[src/rtl/adc_capture_sequencer.sv]
// adc_capture_sequencer
// Arms on request, fills a pre-trigger window into a circular capture buffer,
// waits for a level crossing or software trigger, fills the post-trigger
// window, then streams the whole buffer out oldest-first over valid/ready.
module adc_capture_sequencer #(
  parameter int DATA_WIDTH = 12,
  parameter int ADDR_WIDTH = 12
) (
  input  logic                  adc_clock,
  input  logic                  reset,
  input  logic                  arm,
  input  logic                  abort,
  input  logic [DATA_WIDTH-1:0] trig_level,
  input  logic                  trig_falling,
  input  logic                  sw_trigger,
  input  logic [ADDR_WIDTH-1:0] pretrig_len,
  input  logic [DATA_WIDTH-1:0] adc_data,
  output logic                  buf_we,
  output logic [ADDR_WIDTH-1:0] buf_waddr,
  output logic [DATA_WIDTH-1:0] buf_wdata,
  output logic [ADDR_WIDTH-1:0] buf_raddr,
  input  logic [DATA_WIDTH-1:0] buf_rdata,
  output logic [DATA_WIDTH-1:0] out_data,
  output logic                  out_valid,
  input  logic                  out_ready,
  output logic                  out_last,
  output logic [ADDR_WIDTH-1:0] trig_addr,
  output logic                  busy,
  output logic                  done
);

  typedef enum logic [2:0] {
    IDLE,
    PRE,
    ARMED,
    POST,
    READOUT,
    DONE
  } state_t;

  // Readout handshake phases: present the first address, capture the
  // buffer's registered read data, then hold the sample until accepted.
  typedef enum logic [1:0] {
    RD_ISSUE,
    RD_CAPTURE,
    RD_HOLD
  } rd_phase_t;

  localparam logic [ADDR_WIDTH-1:0] ADDR_ONE = {{(ADDR_WIDTH-1){1'b0}}, 1'b1};
  localparam logic [ADDR_WIDTH-1:0] ADDR_MAX = '1;

  state_t                  state;
  state_t                  next_state;
  rd_phase_t               rd_phase;

  logic [ADDR_WIDTH-1:0]   wptr;
  logic [ADDR_WIDTH-1:0]   rptr;
  logic [ADDR_WIDTH-1:0]   p_reg;
  logic [ADDR_WIDTH-1:0]   pre_cnt;
  logic [ADDR_WIDTH-1:0]   post_cnt;
  logic [ADDR_WIDTH-1:0]   rd_cnt;
  logic [DATA_WIDTH-1:0]   level_reg;
  logic [DATA_WIDTH-1:0]   prev;
  logic                    falling_reg;
  logic                    prev_valid;

  logic                    level_hit;
  logic                    trigger;
  logic                    accept;

  // Write port follows the write pointer; data is gated so it reads zero
  // whenever no write is in progress.
  assign buf_waddr = wptr;
  assign buf_wdata = buf_we ? adc_data : '0;
  assign buf_raddr = rptr;

  // Trigger detection: unsigned level crossing against the previous sample,
  // which only counts once a previous sample exists; software trigger always.
  always_comb begin
    level_hit = 1'b0;
    if (prev_valid) begin
      if (falling_reg) begin
        level_hit = (prev > level_reg) && (adc_data <= level_reg);
      end else begin
        level_hit = (prev < level_reg) && (adc_data >= level_reg);
      end
    end
    trigger = sw_trigger || level_hit;
    accept  = out_valid && out_ready;
  end

  // State register.
  always_ff @(posedge adc_clock or posedge reset) begin
    if (reset) begin
      state <= IDLE;
    end else begin
      state <= next_state;
    end
  end

  // Next-state decode and state-derived outputs; abort overrides everything.
  always_comb begin
    next_state = state;
    buf_we     = 1'b0;
    busy       = 1'b0;
    done       = 1'b0;

    case (state)
      PRE, ARMED, POST: begin
        buf_we = 1'b1;
        busy   = 1'b1;
      end
      READOUT: busy = 1'b1;
      DONE:    done = 1'b1;
      default: ;
    endcase

    if (abort) begin
      next_state = IDLE;
    end else begin
      case (state)
        IDLE, DONE: begin
          if (arm) begin
            next_state = (pretrig_len == '0) ? ARMED : PRE;
          end
        end
        PRE: begin
          if (pre_cnt == ADDR_ONE) begin
            next_state = ARMED;
          end
        end
        ARMED: begin
          if (trigger) begin
            next_state = (p_reg == ADDR_MAX) ? READOUT : POST;
          end
        end
        POST: begin
          if (post_cnt == ADDR_ONE) begin
            next_state = READOUT;
          end
        end
        READOUT: begin
          if (accept && out_last) begin
            next_state = DONE;
          end
        end
        default: next_state = IDLE;
      endcase
    end
  end

  // Capture side: configuration latch on arm, write pointer, previous-sample
  // tracking, window counters and the trigger address.
  always_ff @(posedge adc_clock or posedge reset) begin
    if (reset) begin
      wptr        <= '0;
      p_reg       <= '0;
      pre_cnt     <= '0;
      post_cnt    <= '0;
      level_reg   <= '0;
      falling_reg <= 1'b0;
      prev        <= '0;
      prev_valid  <= 1'b0;
      trig_addr   <= '0;
    end else if (!abort) begin
      case (state)
        IDLE, DONE: begin
          if (arm) begin
            p_reg       <= pretrig_len;
            pre_cnt     <= pretrig_len;
            level_reg   <= trig_level;
            falling_reg <= trig_falling;
            wptr        <= '0;
            prev_valid  <= 1'b0;
          end
        end
        PRE: begin
          wptr       <= wptr + ADDR_ONE;
          pre_cnt    <= pre_cnt - ADDR_ONE;
          prev       <= adc_data;
          prev_valid <= 1'b1;
        end
        ARMED: begin
          wptr       <= wptr + ADDR_ONE;
          prev       <= adc_data;
          prev_valid <= 1'b1;
          if (trigger) begin
            trig_addr <= wptr;
            post_cnt  <= ~p_reg;
          end
        end
        POST: begin
          wptr     <= wptr + ADDR_ONE;
          post_cnt <= post_cnt - ADDR_ONE;
        end
        default: ;
      endcase
    end
  end

  // Readout side: read pointer runs one address ahead of the held sample so
  // the buffer's one-cycle read latency is hidden after each acceptance.
  always_ff @(posedge adc_clock or posedge reset) begin
    if (reset) begin
      rptr      <= '0;
      rd_cnt    <= '0;
      rd_phase  <= RD_ISSUE;
      out_data  <= '0;
      out_valid <= 1'b0;
      out_last  <= 1'b0;
    end else if (abort) begin
      rd_phase  <= RD_ISSUE;
      out_valid <= 1'b0;
      out_last  <= 1'b0;
    end else if (state == ARMED && trigger) begin
      rptr     <= wptr - p_reg;
      rd_cnt   <= '0;
      rd_phase <= RD_ISSUE;
    end else if (state == READOUT) begin
      case (rd_phase)
        RD_ISSUE: begin
          rptr     <= rptr + ADDR_ONE;
          rd_phase <= RD_CAPTURE;
        end
        RD_CAPTURE: begin
          out_data  <= buf_rdata;
          out_valid <= 1'b1;
          out_last  <= (rd_cnt == ADDR_MAX);
          rd_phase  <= RD_HOLD;
        end
        RD_HOLD: begin
          if (out_ready) begin
            out_valid <= 1'b0;
            out_last  <= 1'b0;
            rd_cnt    <= rd_cnt + ADDR_ONE;
            rptr      <= rptr + ADDR_ONE;
            rd_phase  <= RD_CAPTURE;
          end
        end
        default: rd_phase <= RD_ISSUE;
      endcase
    end
  end

endmodule

[config.mk]
export PLATFORM = sky130hd
export DESIGN_NAME = adc_capture_sequencer
export DESIGN_NICKNAME = d
export VERILOG_FILES = /design/src/rtl/adc_capture_sequencer.sv
export SDC_FILE = /design/constraint.sdc
export NUM_CORES = 1
export LEC_CHECK = 0
export CORE_MARGIN = 4
export CORE_UTILIZATION = 52
export DETAILED_ROUTE_END_ITERATION = 10
export PLACE_DENSITY_LB_ADDON = 0.2
export SYNTH_ARGS = -nofsm -noshare
export SYNTH_HDL_FRONTEND = slang
export SYNTH_SLANG_ARGS = --single-unit
export TNS_END_PERCENT = 100
[constraint.sdc]
create_clock -name adc_clock -period 11.7 [get_ports adc_clock]
set_input_delay 3.51 -clock adc_clock [delete_from_list [all_inputs] [get_ports adc_clock]]
set_output_delay 3.51 -clock adc_clock [all_outputs]
set_load 0.01 [all_outputs]
Yosys cells after proc, flatten, opt, wreduce, memory -nomap -nowiden
Index checks and enable logic that the tools add are counted.

Output and inout bits: 65. Bits in registers: 129. Bits of input ports: 55. Word-level logic and storage cells: 133.

Bitwise operators: 3. Muxes and demuxes: 45. Magnitude comparators: 4. Eq/ne operators: 22. Add/subtract/negate cells: 6. Reduce and logical (&&, ||, !) cells: 37.

Operators by type and width (count): $mux 12 (11); $pmux 12 s2 (4); $add 12x1->12 const B (3); $eq 12x1->1 const B (2); $eq 12x12->1 const B (2); $sub 12x1->12 const B (2); $mux 3 (7); $ne 3x3->1 const B (7); $reduce_and 3->1 (6); $reduce_and 4->1 (4); $reduce_bool 2->1 (8); $pmux 3 s5 (1); $mux 1 (13); $ge 12x12->1 (1); $gt 12x12->1 (1); $le 12x12->1 (1); $logic_not 12->1 (1); $lt 12x12->1 (1); $not 12->12 (1); $sub 12x12->12 (1); $mux 2 (5); $reduce_bool 3->1 (3); $eq 3x2->1 const B (2); $eq 3x3->1 const B (2); 17 further kinds (28).

Longest topological paths before layout
Depth in word-level cells: 8. Mapped depth: 12.

Worst setup path after synthesis
No wires, ideal clock.

Path kind: input-to-output. Start point: input port adc_data[0]. End point: output port buf_wdata[0]. Stages on the path: 2. Arrival time: 3725 ps. Buffers on the path: 0. Slack: 4465 ps. Required time: 8190 ps. Path through: inv_1 -> nor2_1.

Cells in the longest elaborated chain, start to end: 1.

Ends and longest elaborated chain: start: declaration (line 17) `input logic [DATA_WIDTH-1:0] adc_data,`; $mux 12 (line 74) `assign buf_wdata = buf_we ? adc_data : '0;`; end: declaration (line 20) `output logic [DATA_WIDTH-1:0] buf_wdata,`.

No other way between the ends.

Worst setup path after layout
Start point: input port adc_data[11]. End point: output port buf_wdata[11].

Same word-level chain as after synthesis.

==> flow_metrics.py <==
metrics = {
    "status": {
        "outcome": "completed",
    },
    "setup_path": {
        "critPathLaunch": "adc_data[11]",
        "start_kind": "input port",
        "critPathMaxStageDelay_ns": 0.53,
        "critPathCaptureType": "primary output",
        "crit_chain": "clkdlybuf4s50_1, and2_1, clkdlybuf4s50_1",
        "worstSetupEndpoint": "buf_wdata[11]",
        "cp_slowest_cell": "clkdlybuf4s50_1",
        "crit_arrival_ns": 4.71,
        "reg2reg_depth": 9,
        "critical_path.max_fanout": 3,
        "rrSetupSlack_ns": 8.24,
        "path_class": "input port to primary output",
        "cp_common_cell": "clkdlybuf4s50_1",
        "required_ns": 8.19,
        "r2r_end": "trig_addr[11]$_DFFE_PP0P_",
        "reg2reg_from": "level_reg[9]$_DFFE_PP0P_",
    },
    "global_route": {
        "overflow": 0,
        "grt_pass1_vias": 6333,
        "grt_start_max_net_pins": 71,
        "grt_use_total_pct": 24.4,
        "antenna_found_initial": 0,
        "grt_pass1_wl_um": 31700,
    },
    "hold_path": {
        "hold_class": "register to register",
    },
    "die": {
        "initial_core_util_pct": 53.3,
        "dieArea_mm2": 0.0162,
        "chipHeight_um": 127,
        "rows": 43,
        "placeableCoreArea_mm2": 0.0139,
        "die_x_um": 127,
        "io_pins": 120,
    },
    "clocking": {
        "path_clk_slew_ns": 0.06,
        "cts_resized": 0,
        "cts_max_level": 4,
        "cts_sinks": 129,
        "cts_tree": "built",
        "hold_buffers": 0,
        "cts_buffer_depth": 2,
        "clk_latency_ns": 0.43,
        "post_cts_buffers": 0,
        "cts_buffers": 17,
        "cts_root_buffer": "clkbuf_16",
    },
    "logic_synthesis": {
        "synth_ff_type": "dfrtp_1",
        "synth_edf_count": 0,
        "yosys_warnings": 0,
        "async_flop_share_pct": 100,
        "avgSynthCellArea_um2": 9.12,
        "synth.cell_area_mm2": 0.00742,
        "yosysUniqueCellTypes": 65,
        "ys_seq_area_share_pct": 43.5,
        "ys_ff_latch": 129,
        "synth_fp_nets": 912,
        "netlist_instances": 814,
    },
    "sta": {
        "tightestPinTransition_ns": 0.966,
        "layout_setup_ws_ns": 3.48,
        "fin_hold_ws_ns": 0.492,
        "relSlewSlack_pct": 35.1,
        "tns_ns": 0,
        "max_freq_ghz": 0.122,
        "setup_viol": 0,
        "final_hold_viol_count": 0,
        "fin_crit_sh_pct": 70.2,
        "finalCriticalPeriod_ns": 8.22,
        "drv_slew": 0,
        "finClkSkew_ns": 0.0109,
        "rsz0062_at_grt": "no",
    },
    "routing": {
        "drtIter0Drc": 536,
        "drt_wl_total_um": 19100,
        "firstDrtPassIters": 8,
        "vias": 6571,
        "drt-wirelength-per-cell_um": 17.1,
        "drc": 0,
        "avgViaCountPerCell": 5.87,
        "ant_nets": 0,
    },
    "cells_and_area": {
        "nFillCells": 1156,
        "layout-drive-gt1-share_pct": 9.05,
        "syn2layout_area_growth_pct": 25.5,
        "num-nets-final": 1024,
        "layout_common_cells": "dfrtp_1, clkdlybuf4s50_1, nand2_1",
        "n_antenna_cell": 0,
        "stdcell_count": 1119,
        "final_common_cell": "dfrtp_1",
    },
    "placement": {
        "dp_hpwl_um": 13500,
        "place_congestion": 0.839,
        "place_inst": 1087,
        "port-buffer-count": 119,
        "dp_slack_ns": 3.49,
    },
    "power": {
        "ir_worst_vdd_uv": 142,
        "power.leakage_nw": 4.12,
        "pwr_density_cell_mw_per_mm2": 228,
    },
    "job": {
        "drv_cap": 0,
    },
}
-- cells by family (layout without fill, tap and decap cells) --
family | after synthesis | count (layout) | share of synthesized area [%]
muxes | 37 | 37 | 5.60
xor gates and xnor gates | 19 | 19 | 2.24
buffers and inverters | 73 | 198 | 3.93
and+or+nand+nor | 302 | 302 | 19.5
adders and majority gates | 44 | 44 | 7.48
AOI/OAI and AO/OA | 210 | 210 | 17.7
DFF | 129 | 129 | 43.5
-- worst max-delay path, delay by kind of cell --
| family | cells | cell delay, ns |
|---|---|---|
| and+or+nand+nor | 1 | 0.14 |
| buffers and inverters | 2 | 1.05 |
-- per-layer routing --
layer	share of wire, %	routed length (um)	track usage [%]
met4	1.3	250	6.75
met1	45	8650	34.0
met2	48	9110	37.8
met5	0	0	0
met3	5.8	1110	6.31
-- power breakdown --
part	leakage, nW	switching [W]	internal, W	total (W)
Combinational	2.23	0.000478	0.000399	0.000877
Clock	0.269	0.000210	0.000300	0.000510
Sequential	1.62	0.000146	0.000590	0.000736
-- cell type report --
class	count	area, um2	area share, %
clock buffers	18	439	4.71
well taps	180	225	2.42
clock inverters	14	135	1.45
repair buffers	123	1220	13.1
flip-flops and latches	129	3230	34.6
inverters	43	164	1.76
multi-input cells	612	3900	41.9
-- stage by stage --
step	total power [W]	instance area (um2)	utilization [%]
6_report	0.00212	9320	66.9
5_1_grt	0.00229	9320	66.9
4_1_cts	0.00213	9320	66.9
3_5_place_dp	0.00161	8740	62.7
3_3_place_gp	0.00159	8740	62.7
2_1_floorplan	0.00130	7420	-
-- cell usage after synthesis, types with 2 or more instances --
| library cell | n | share of area (%) |
|---|---|---|
| nor4_1 | 8 | 0.67 |
| nor3_1 | 22 | 1.5 |
| a22oi_1 | 12 | 1.2 |
| mux2_2 | 35 | 5.3 |
| or2_2 | 2 | 0.17 |
| xnor2_1 | 8 | 0.94 |
| o31ai_1 | 4 | 0.40 |
| o32ai_1 | 2 | 0.24 |
| buf_2 | 2 | 0.13 |
| nand2b_1 | 7 | 0.59 |
| a41oi_1 | 2 | 0.24 |
| o211ai_1 | 7 | 0.71 |
| a21o_1 | 7 | 0.71 |
| nand3b_1 | 2 | 0.20 |
| inv_1 | 43 | 2.2 |
| a31oi_1 | 6 | 0.51 |
| xor2_1 | 11 | 1.3 |
| nor2_1 | 59 | 3.0 |
| clkbuf_1 | 25 | 1.3 |
| and2_1 | 13 | 1.1 |
| a211oi_1 | 4 | 0.40 |
| and3_1 | 14 | 1.2 |
| nor2b_1 | 6 | 0.51 |
| dfrtp_1 | 129 | 43 |
| or3_1 | 11 | 0.93 |
| o21ai_1 | 2 | 0.13 |
| and4_1 | 4 | 0.47 |
| nand4_1 | 13 | 1.1 |
| a21oi_1 | 48 | 3.2 |
| ha_1 | 42 | 7.1 |
| buf_6 | 2 | 0.30 |
| or4_1 | 3 | 0.30 |
| nand3_1 | 29 | 2.0 |
| nor3b_1 | 2 | 0.20 |
| a211o_1 | 4 | 0.47 |
| a31o_2 | 2 | 0.24 |
| o21a_1 | 4 | 0.40 |
| o21ai_0 | 85 | 5.7 |
| a2111oi_0 | 2 | 0.24 |
| o221ai_1 | 2 | 0.24 |
| nand2_1 | 105 | 5.3 |
-- how the worst min path moves through the flow --
stage	from	endpoint	slack, ns	depth (start not counted)
final	pre_cnt[5]$_DFFE_PP0P_	pre_cnt[5]$_DFFE_PP0P_	0.49	2
after global routing	out_data[9]$_DFFE_PP0P_	out_data[9]$_DFFE_PP0P_	0.52	1
after CTS	pre_cnt[5]$_DFFE_PP0P_	pre_cnt[5]$_DFFE_PP0P_	0.49	2
after detailed placement	trig_addr[1]$_DFFE_PP0P_	trig_addr[1]$_DFFE_PP0P_	0.47	2
after global placement	pre_cnt[5]$_DFFE_PP0P_	pre_cnt[5]$_DFFE_PP0P_	0.47	2
after floorplan	pre_cnt[5]$_DFFE_PP0P_	pre_cnt[5]$_DFFE_PP0P_	0.45	2
Power figures use the tool's default switching activity.
